File: config.mk
export PLATFORM = sky130hd
export DESIGN_NAME = ddr_req_scheduler_flat
export DESIGN_NICKNAME = d
export VERILOG_FILES = /design/src/rtl/ddr_req_scheduler_if.sv /design/src/rtl/ddr_req_scheduler.sv /design/src/flat_wrapper.sv
export SDC_FILE = /design/constraint.sdc
export NUM_CORES = 1
export LEC_CHECK = 0
export ABC_CLOCK_PERIOD_IN_PS = 2200
export CORE_MARGIN = 4
export CORE_UTILIZATION = 41
export DETAILED_ROUTE_END_ITERATION = 7
export PLACE_DENSITY = 0.83
export SLEW_MARGIN = 5
export SYNTH_ARGS = -nofsm -noshare
export SYNTH_HDL_FRONTEND = slang
export SYNTH_SLANG_ARGS = --single-unit
File: constraint.sdc
create_clock -name clk -period 2.2 [get_ports clk]
set_input_delay 0.44 -clock clk [delete_from_list [all_inputs] [get_ports clk]]
set_output_delay 0.44 -clock clk [all_outputs]
set_load 0.005 [all_outputs]
File: src/rtl/ddr_req_scheduler_if.sv
// Requester-side and memory-controller-side signals of ddr_req_scheduler.
// slave is the scheduler's view; master is the view of whatever drives it.
interface ddr_req_scheduler_if #(
    parameter int ADDR_W = 32,
    parameter int DATA_W = 16
);
    logic              req0_valid;
    logic              req0_write;
    logic [ADDR_W-1:0] req0_addr;
    logic [DATA_W-1:0] req0_wdata;
    logic              req0_ready;
    logic              req0_done;
    logic              req0_err;
    logic [DATA_W-1:0] req0_rdata;

    logic              req1_valid;
    logic              req1_write;
    logic [ADDR_W-1:0] req1_addr;
    logic [DATA_W-1:0] req1_wdata;
    logic              req1_ready;
    logic              req1_done;
    logic              req1_err;
    logic [DATA_W-1:0] req1_rdata;

    logic              mc_write_en;
    logic              mc_read_en;
    logic [ADDR_W-1:0] mc_address;
    logic [DATA_W-1:0] mc_data_in;
    logic              mc_clk_enable;
    logic              mc_refresh;
    logic              mc_ready;
    logic [DATA_W-1:0] mc_rdata;
    logic              busy;

    modport slave (
        input  req0_valid, req0_write, req0_addr, req0_wdata,
        output req0_ready, req0_done, req0_err, req0_rdata,
        input  req1_valid, req1_write, req1_addr, req1_wdata,
        output req1_ready, req1_done, req1_err, req1_rdata,
        output mc_write_en, mc_read_en, mc_address, mc_data_in,
        output mc_clk_enable, mc_refresh, busy,
        input  mc_ready, mc_rdata
    );

    modport master (
        output req0_valid, req0_write, req0_addr, req0_wdata,
        input  req0_ready, req0_done, req0_err, req0_rdata,
        output req1_valid, req1_write, req1_addr, req1_wdata,
        input  req1_ready, req1_done, req1_err, req1_rdata,
        input  mc_write_en, mc_read_en, mc_address, mc_data_in,
        input  mc_clk_enable, mc_refresh, busy,
        output mc_ready, mc_rdata
    );
endinterface

File: src/rtl/ddr_req_scheduler.sv
// Two-port round-robin front end for a DDR controller command path,
// with periodic refresh windows and a ready timeout.
module ddr_req_scheduler #(
    parameter int ADDR_W           = 32,
    parameter int DATA_W           = 16,
    parameter int REFRESH_INTERVAL = 7800,
    parameter int REFRESH_CYCLES   = 8,
    parameter int TIMEOUT          = 64
) (
    input logic                clk,
    input logic                reset,
    ddr_req_scheduler_if.slave bus
);
    localparam int RW = $clog2(REFRESH_INTERVAL + 1);
    localparam int WW = $clog2(TIMEOUT + 1);
    localparam int CW = $clog2(REFRESH_CYCLES + 1);

    localparam logic [RW-1:0] REF_LOAD  = RW'(REFRESH_INTERVAL - 1);
    localparam logic [WW-1:0] WAIT_LAST = WW'(TIMEOUT - 1);
    localparam logic [CW-1:0] WIN_LAST  = CW'(REFRESH_CYCLES - 1);

    typedef enum logic [1:0] {
        IDLE,
        BUSY,
        DONE,
        REFRESH
    } state_t;

    state_t            state;
    logic              rr_ptr;
    logic              refresh_due;
    logic              port;
    logic [RW-1:0]     ref_cnt;
    logic [WW-1:0]     wait_cnt;
    logic [CW-1:0]     win_cnt;

    logic              grant_vld;
    logic              grant;
    logic              accept;
    logic              sel_write;
    logic [ADDR_W-1:0] sel_addr;
    logic [DATA_W-1:0] sel_wdata;

    always_comb begin
        grant_vld = bus.req0_valid | bus.req1_valid;
        grant     = (bus.req0_valid & bus.req1_valid) ? rr_ptr
                                                      : bus.req1_valid;
        accept    = !reset && (state == IDLE) && !refresh_due && grant_vld;
        sel_write = grant ? bus.req1_write : bus.req0_write;
        sel_addr  = grant ? bus.req1_addr  : bus.req0_addr;
        sel_wdata = grant ? bus.req1_wdata : bus.req0_wdata;
    end

    assign bus.req0_ready = accept & !grant;
    assign bus.req1_ready = accept & grant;
    assign bus.busy       = (state != IDLE);

    always_ff @(posedge clk) begin
        if (reset) begin
            state             <= IDLE;
            rr_ptr            <= 1'b0;
            refresh_due       <= 1'b0;
            port              <= 1'b0;
            ref_cnt           <= REF_LOAD;
            wait_cnt          <= '0;
            win_cnt           <= '0;
            bus.req0_done     <= 1'b0;
            bus.req0_err      <= 1'b0;
            bus.req0_rdata    <= '0;
            bus.req1_done     <= 1'b0;
            bus.req1_err      <= 1'b0;
            bus.req1_rdata    <= '0;
            bus.mc_write_en   <= 1'b0;
            bus.mc_read_en    <= 1'b0;
            bus.mc_address    <= '0;
            bus.mc_data_in    <= '0;
            bus.mc_clk_enable <= 1'b0;
            bus.mc_refresh    <= 1'b0;
        end else begin
            bus.mc_clk_enable <= 1'b1;
            bus.req0_done     <= 1'b0;
            bus.req1_done     <= 1'b0;
            bus.req0_err      <= 1'b0;
            bus.req1_err      <= 1'b0;
            ref_cnt <= (ref_cnt == '0) ? REF_LOAD : ref_cnt - 1'b1;

            unique case (state)
                IDLE: begin
                    if (refresh_due) begin
                        refresh_due    <= 1'b0;
                        bus.mc_refresh <= 1'b1;
                        win_cnt        <= '0;
                        state          <= REFRESH;
                    end else if (grant_vld) begin
                        port            <= grant;
                        rr_ptr          <= !grant;
                        bus.mc_write_en <= sel_write;
                        bus.mc_read_en  <= !sel_write;
                        bus.mc_address  <= sel_addr;
                        bus.mc_data_in  <= sel_wdata;
                        wait_cnt        <= '0;
                        state           <= BUSY;
                    end
                end
                REFRESH: begin
                    if (win_cnt == WIN_LAST) begin
                        bus.mc_refresh <= 1'b0;
                        state          <= IDLE;
                    end else begin
                        win_cnt <= win_cnt + 1'b1;
                    end
                end
                BUSY: begin
                    // ready on the last allowed cycle still counts as success
                    if (bus.mc_ready || wait_cnt == WAIT_LAST) begin
                        bus.mc_write_en <= 1'b0;
                        bus.mc_read_en  <= 1'b0;
                        state           <= DONE;
                        if (port) begin
                            bus.req1_done <= 1'b1;
                            bus.req1_err  <= !bus.mc_ready;
                            if (bus.mc_ready && bus.mc_read_en)
                                bus.req1_rdata <= bus.mc_rdata;
                        end else begin
                            bus.req0_done <= 1'b1;
                            bus.req0_err  <= !bus.mc_ready;
                            if (bus.mc_ready && bus.mc_read_en)
                                bus.req0_rdata <= bus.mc_rdata;
                        end
                    end else begin
                        wait_cnt <= wait_cnt + 1'b1;
                    end
                end
                DONE: state <= IDLE;
                default: state <= IDLE;
            endcase

            // a tick coinciding with the refresh hand-off must not be lost
            if (ref_cnt == '0)
                refresh_due <= 1'b1;
        end
    end
endmodule

File: src/flat_wrapper.sv
// flat-port wrapper written by rule: the top's interface ports become plain ports
module ddr_req_scheduler_flat 
#(
    parameter int ADDR_W           = 32,
    parameter int DATA_W           = 16,
    parameter int REFRESH_INTERVAL = 7800,
    parameter int REFRESH_CYCLES   = 8,
    parameter int TIMEOUT          = 64
)
  (clk, reset, bus_req0_valid, bus_req0_write, bus_req0_addr, bus_req0_wdata, bus_req0_ready, bus_req0_done, bus_req0_err, bus_req0_rdata, bus_req1_valid, bus_req1_write, bus_req1_addr, bus_req1_wdata, bus_req1_ready, bus_req1_done, bus_req1_err, bus_req1_rdata, bus_mc_write_en, bus_mc_read_en, bus_mc_address, bus_mc_data_in, bus_mc_clk_enable, bus_mc_refresh, bus_busy, bus_mc_ready, bus_mc_rdata);
  ddr_req_scheduler_if #(.ADDR_W(ADDR_W), .DATA_W(DATA_W)) bus_i ();
  input logic clk;
  input logic reset;
  input wire logic [$bits(bus_i.req0_valid)-1:0] bus_req0_valid;
  input wire logic [$bits(bus_i.req0_write)-1:0] bus_req0_write;
  input wire logic [$bits(bus_i.req0_addr)-1:0] bus_req0_addr;
  input wire logic [$bits(bus_i.req0_wdata)-1:0] bus_req0_wdata;
  output wire logic [$bits(bus_i.req0_ready)-1:0] bus_req0_ready;
  output wire logic [$bits(bus_i.req0_done)-1:0] bus_req0_done;
  output wire logic [$bits(bus_i.req0_err)-1:0] bus_req0_err;
  output wire logic [$bits(bus_i.req0_rdata)-1:0] bus_req0_rdata;
  input wire logic [$bits(bus_i.req1_valid)-1:0] bus_req1_valid;
  input wire logic [$bits(bus_i.req1_write)-1:0] bus_req1_write;
  input wire logic [$bits(bus_i.req1_addr)-1:0] bus_req1_addr;
  input wire logic [$bits(bus_i.req1_wdata)-1:0] bus_req1_wdata;
  output wire logic [$bits(bus_i.req1_ready)-1:0] bus_req1_ready;
  output wire logic [$bits(bus_i.req1_done)-1:0] bus_req1_done;
  output wire logic [$bits(bus_i.req1_err)-1:0] bus_req1_err;
  output wire logic [$bits(bus_i.req1_rdata)-1:0] bus_req1_rdata;
  output wire logic [$bits(bus_i.mc_write_en)-1:0] bus_mc_write_en;
  output wire logic [$bits(bus_i.mc_read_en)-1:0] bus_mc_read_en;
  output wire logic [$bits(bus_i.mc_address)-1:0] bus_mc_address;
  output wire logic [$bits(bus_i.mc_data_in)-1:0] bus_mc_data_in;
  output wire logic [$bits(bus_i.mc_clk_enable)-1:0] bus_mc_clk_enable;
  output wire logic [$bits(bus_i.mc_refresh)-1:0] bus_mc_refresh;
  output wire logic [$bits(bus_i.busy)-1:0] bus_busy;
  input wire logic [$bits(bus_i.mc_ready)-1:0] bus_mc_ready;
  input wire logic [$bits(bus_i.mc_rdata)-1:0] bus_mc_rdata;
  assign bus_i.req0_valid = bus_req0_valid;
  assign bus_i.req0_write = bus_req0_write;
  assign bus_i.req0_addr = bus_req0_addr;
  assign bus_i.req0_wdata = bus_req0_wdata;
  assign bus_req0_ready = bus_i.req0_ready;
  assign bus_req0_done = bus_i.req0_done;
  assign bus_req0_err = bus_i.req0_err;
  assign bus_req0_rdata = bus_i.req0_rdata;
  assign bus_i.req1_valid = bus_req1_valid;
  assign bus_i.req1_write = bus_req1_write;
  assign bus_i.req1_addr = bus_req1_addr;
  assign bus_i.req1_wdata = bus_req1_wdata;
  assign bus_req1_ready = bus_i.req1_ready;
  assign bus_req1_done = bus_i.req1_done;
  assign bus_req1_err = bus_i.req1_err;
  assign bus_req1_rdata = bus_i.req1_rdata;
  assign bus_mc_write_en = bus_i.mc_write_en;
  assign bus_mc_read_en = bus_i.mc_read_en;
  assign bus_mc_address = bus_i.mc_address;
  assign bus_mc_data_in = bus_i.mc_data_in;
  assign bus_mc_clk_enable = bus_i.mc_clk_enable;
  assign bus_mc_refresh = bus_i.mc_refresh;
  assign bus_busy = bus_i.busy;
  assign bus_i.mc_ready = bus_mc_ready;
  assign bus_i.mc_rdata = bus_mc_rdata;
  ddr_req_scheduler #(.ADDR_W(ADDR_W), .DATA_W(DATA_W), .REFRESH_INTERVAL(REFRESH_INTERVAL), .REFRESH_CYCLES(REFRESH_CYCLES), .TIMEOUT(TIMEOUT)) u_core (.clk(clk), .reset(reset), .bus(bus_i));
endmodule
==> flow_metrics.py <==
metrics = {
    "route": {
        "dr.pass1.iters": 7,
        "drcViolationCount": 0,
        "viasPerCell": 5.37,
        "detail_route.wirelength_um": 14600,
        "avgRoutedWirePerCell_um": 16.8,
        "ant_nets": 0,
        "drt-initial-drc-count": 490,
        "num_vias": 4679,
    },
    "worst_hold_path": {
        "hp-class": "in -> reg",
        "worstHoldPathCells": 2,
        "min-delay-start": "reset",
        "holdPathEnd": "u_core.bus.mc_clk_enable",
    },
    "global_route": {
        "grt_pass1_vias": 4862,
        "grt_start_max_net_pins": 72,
        "grt_usage": 0.224,
        "grt_first_pass_wirelength_um": 23400,
        "grt_overflow": 0,
        "antenna_found_initial": 0,
    },
    "worst_setup_path": {
        "reg2reg_slack_ns": 0.13,
        "r2r_start": "u_core.ref_cnt[0]",
        "path_cells": "inv_2, ha_4, inv_1, clkdlybuf4s50_1",
        "cp_slowest_stage_delay_ns": 0.51,
        "crit_slowest_cell": "clkdlybuf4s50_1",
        "startpoint_type": "flop",
        "path_class": "reg -> out",
        "critPathMaxFanout": 4,
        "endpoint_kind": "output port",
        "r2r-end": "u_core.ref_cnt[10]",
        "ff2ff_path_depth": 6,
        "arrival_ns": 1.69,
        "worstPathRequired_ns": 1.76,
    },
    "power": {
        "power.density_nw_per_um2": 854,
        "leakage_nw": 2.95,
        "irDropWorstVdd_mv": 0.477,
    },
    "cts": {
        "cts_sinks": 117,
        "h-tree-depth": 4,
        "holdBufCountCts": 0,
        "clk_latency_ns": 0.51,
        "cts_buffers": 17,
        "cts-root-buf": "clkbuf_8",
        "cts_tree": "built",
        "max-clock-path-buffers": 2,
        "path_clk_slew_ns": 0.06,
    },
    "finish": {
        "drive_gt1_frac": 0.0876,
        "fin_util": 0.688,
        "diodes": 0,
        "instances_no_fill": 871,
        "nNetsFinal": 844,
        "synthToLayoutAreaGrowth_pct": 64.6,
    },
    "placement": {
        "globalplace.congestion": 0.831,
        "hpwl_um": 10500,
        "dp_cells": 838,
        "portBuffers": 209,
    },
    "synthesis": {
        "synth_top_flop_cell": "dfxtp_1",
        "syn_area_per_cell_um2": 8.93,
        "ys_ff_latch": 117,
        "synth_area_um2": 4510,
        "synth-async-reset-ratio": 0,
        "yosysUniqueCellTypes": 42,
        "synthCells": 505,
        "synth_edf_count": 0,
        "yosysWarnings": 0,
        "ys_seq_area_frac": 0.519,
        "synth_fp_nets": 631,
    },
    "sta": {
        "grt_setup_unrepaired": "false",
        "fin_crit_ns": 2.13,
        "hold_violations": 0,
        "fin_skew_ns": 0.0130,
        "slew_headroom": 0.519,
        "timing.fmax_mhz": 470,
        "finalCritPeriodShare": 0.966,
        "finalMaxSlewViolations": 0,
        "setup-violations-final": 0,
        "worst_pin_slew_ns": 0.722,
        "setup_tns_ns": 0,
    },
    "floorplanning": {
        "rows": 38,
        "ioPinCount": 210,
        "initial_utilization": 0.418,
        "coreArea_um2": 10800,
        "dieArea_um2": 12700,
        "die_w_um": 113,
        "die_height_um": 113,
    },
    "job": {
        "drv_cap": 0,
    },
    "status": {
        "status": "completed",
    },
}
-- synthesized netlist by cell type (4+ instances only) --
library cell	number	area, µm²
o21ai_0	11	55.1
nand2_1	89	334
nand4_1	4	25.0
a222oi_1	47	470
nand2b_1	5	31.3
inv_1	45	169
dfxtp_1	117	2340
clkbuf_1	21	78.8
a21oi_1	49	245
buf_2	7	35.0
ha_1	7	87.6
and3_1	5	31.3
nand3_1	11	55.1
nor2_1	24	90.1
xor2_1	7	61.3
nor3_1	12	60.1
-- worst max-delay path by stage --
stage	cells after the start	slack (ns)	startpoint	to
finish	4	0.07	u_core.state[0]	bus_busy
global route	4	0.009	u_core.state[0]	bus_busy
CTS	5	0.02	u_core.state[1]	bus_req0_ready
detailed placement	4	-0.05	bus_req0_valid	bus_req1_ready
global placement	4	-0.02	bus_req0_valid	bus_req1_ready
floorplan	9	0.26	u_core.state[0]	u_core.bus.mc_data_in[12]
-- metrics by stage --
step	setup slack, ns	hold slack [ns]	area (µm²)	power [mW]
floorplan	0.258	0.384	4510	2.83
global placement	-0.0231	0.396	6780	3.46
detailed placement	-0.0516	0.404	6780	3.49
CTS	0.0216	0.201	7430	6.39
global route	0.00875	0.204	7430	6.60
finish	0.0746	0.219	7430	6.34
-- cell type report --
| class | instances | area (µm²) |
|---|---|---|
| Sequential cell | 117 | 2340 |
| Timing Repair Buffer | 225 | 2210 |
| Clock buffer | 20 | 455 |
| Clock inverter | 12 | 166 |
| Tap cell | 140 | 175 |
| Fill cell | 834 | 3370 |
| Multi-Input combinational cell | 312 | 1900 |
| Inverter | 45 | 171 |
-- report_power, final --
group / total [mW] / switching [mW] / internal (mW) / leakage [nW]
Combinational: 1.11 / 0.468 / 0.643 / 1.70
Clock: 2.86 / 1.02 / 1.84 / 0.299
Sequential: 2.37 / 0.0985 / 2.28 / 0.955
Total: 6.34 / 1.59 / 4.76 / 2.95
-- what timing repair did --
item,4_1_cts,5_1_grt
pin swaps,0,1
buffers inserted,0,1
setup endpoints to repair,3,6
resized for setup,14,6
-- cells by family after synthesis --
group	after synthesis	share of synthesized area
XOR/XNOR	10	0.0194
AO/OA/AOI/OAI	125	0.201
buffers and inverters	76	0.0652
AND/OR/NAND/NOR	169	0.174
flip-flops	117	0.519
adder cells (fa/ha/maj)	7	0.0194
multiplexers	1	0.00222
-- cells in the final DEF, fill, tap and decap left out, drive strengths merged, types with 2 or more instances in the layout --
cell / synthesis / routed
nand3b: 2 / 2
clkbuf: 21 / 20
clkinvlp: 0 / 2
nor3: 12 / 12
nand3: 11 / 11
a21oi: 49 / 49
inv: 45 / 49
nor2: 24 / 24
nand4: 4 / 4
or4: 2 / 2
nand4b: 3 / 3
a22oi: 2 / 2
a31oi: 3 / 3
dfxtp: 117 / 117
nand2: 89 / 89
and3: 5 / 5
o21ai: 12 / 12
o21a: 2 / 2
clkdlybuf4s50: 0 / 206
a311oi: 3 / 3
bufinv: 0 / 3
xnor2: 3 / 3
clkinv: 0 / 3
ha: 7 / 7
and4: 2 / 2
buf: 10 / 19
a21o: 2 / 2
a222oi: 47 / 47
nor4: 3 / 3
xor2: 7 / 7
nand2b: 5 / 5
or4b: 2 / 2
-- worst max-delay path: cells and delay by family (launching register included) --
| family | cells | cell delay [ns] |
|---|---|---|
| adder cells (fa/ha/maj) | 1 | 0.17 |
| buffers and inverters | 3 | 0.66 |
| flip-flops | 1 | 0.35 |
-- layer usage --
metal	part of all wire	global-route usage	up-vias
met3	0.089	0.0733	16
li1	-	-	2241
met5	0	0	-
met2	0.52	0.403	236
met1	0.38	0.250	2186
met4	0.014	0.0705	0
-- sequential cells by signal (all words and copies together), names as in the netlist, 2 cells and up --
register and flops:
u_core.bus.req0_rdata 16, u_core.bus.req1_rdata 16, u_core.win_cnt 4, u_core.wait_cnt 7
u_core.bus.mc_address 32, u_core.state 2, u_core.ref_cnt 13, u_core.bus.mc_data_in 16
No activity file was read; power rests on OpenSTA's default activity.
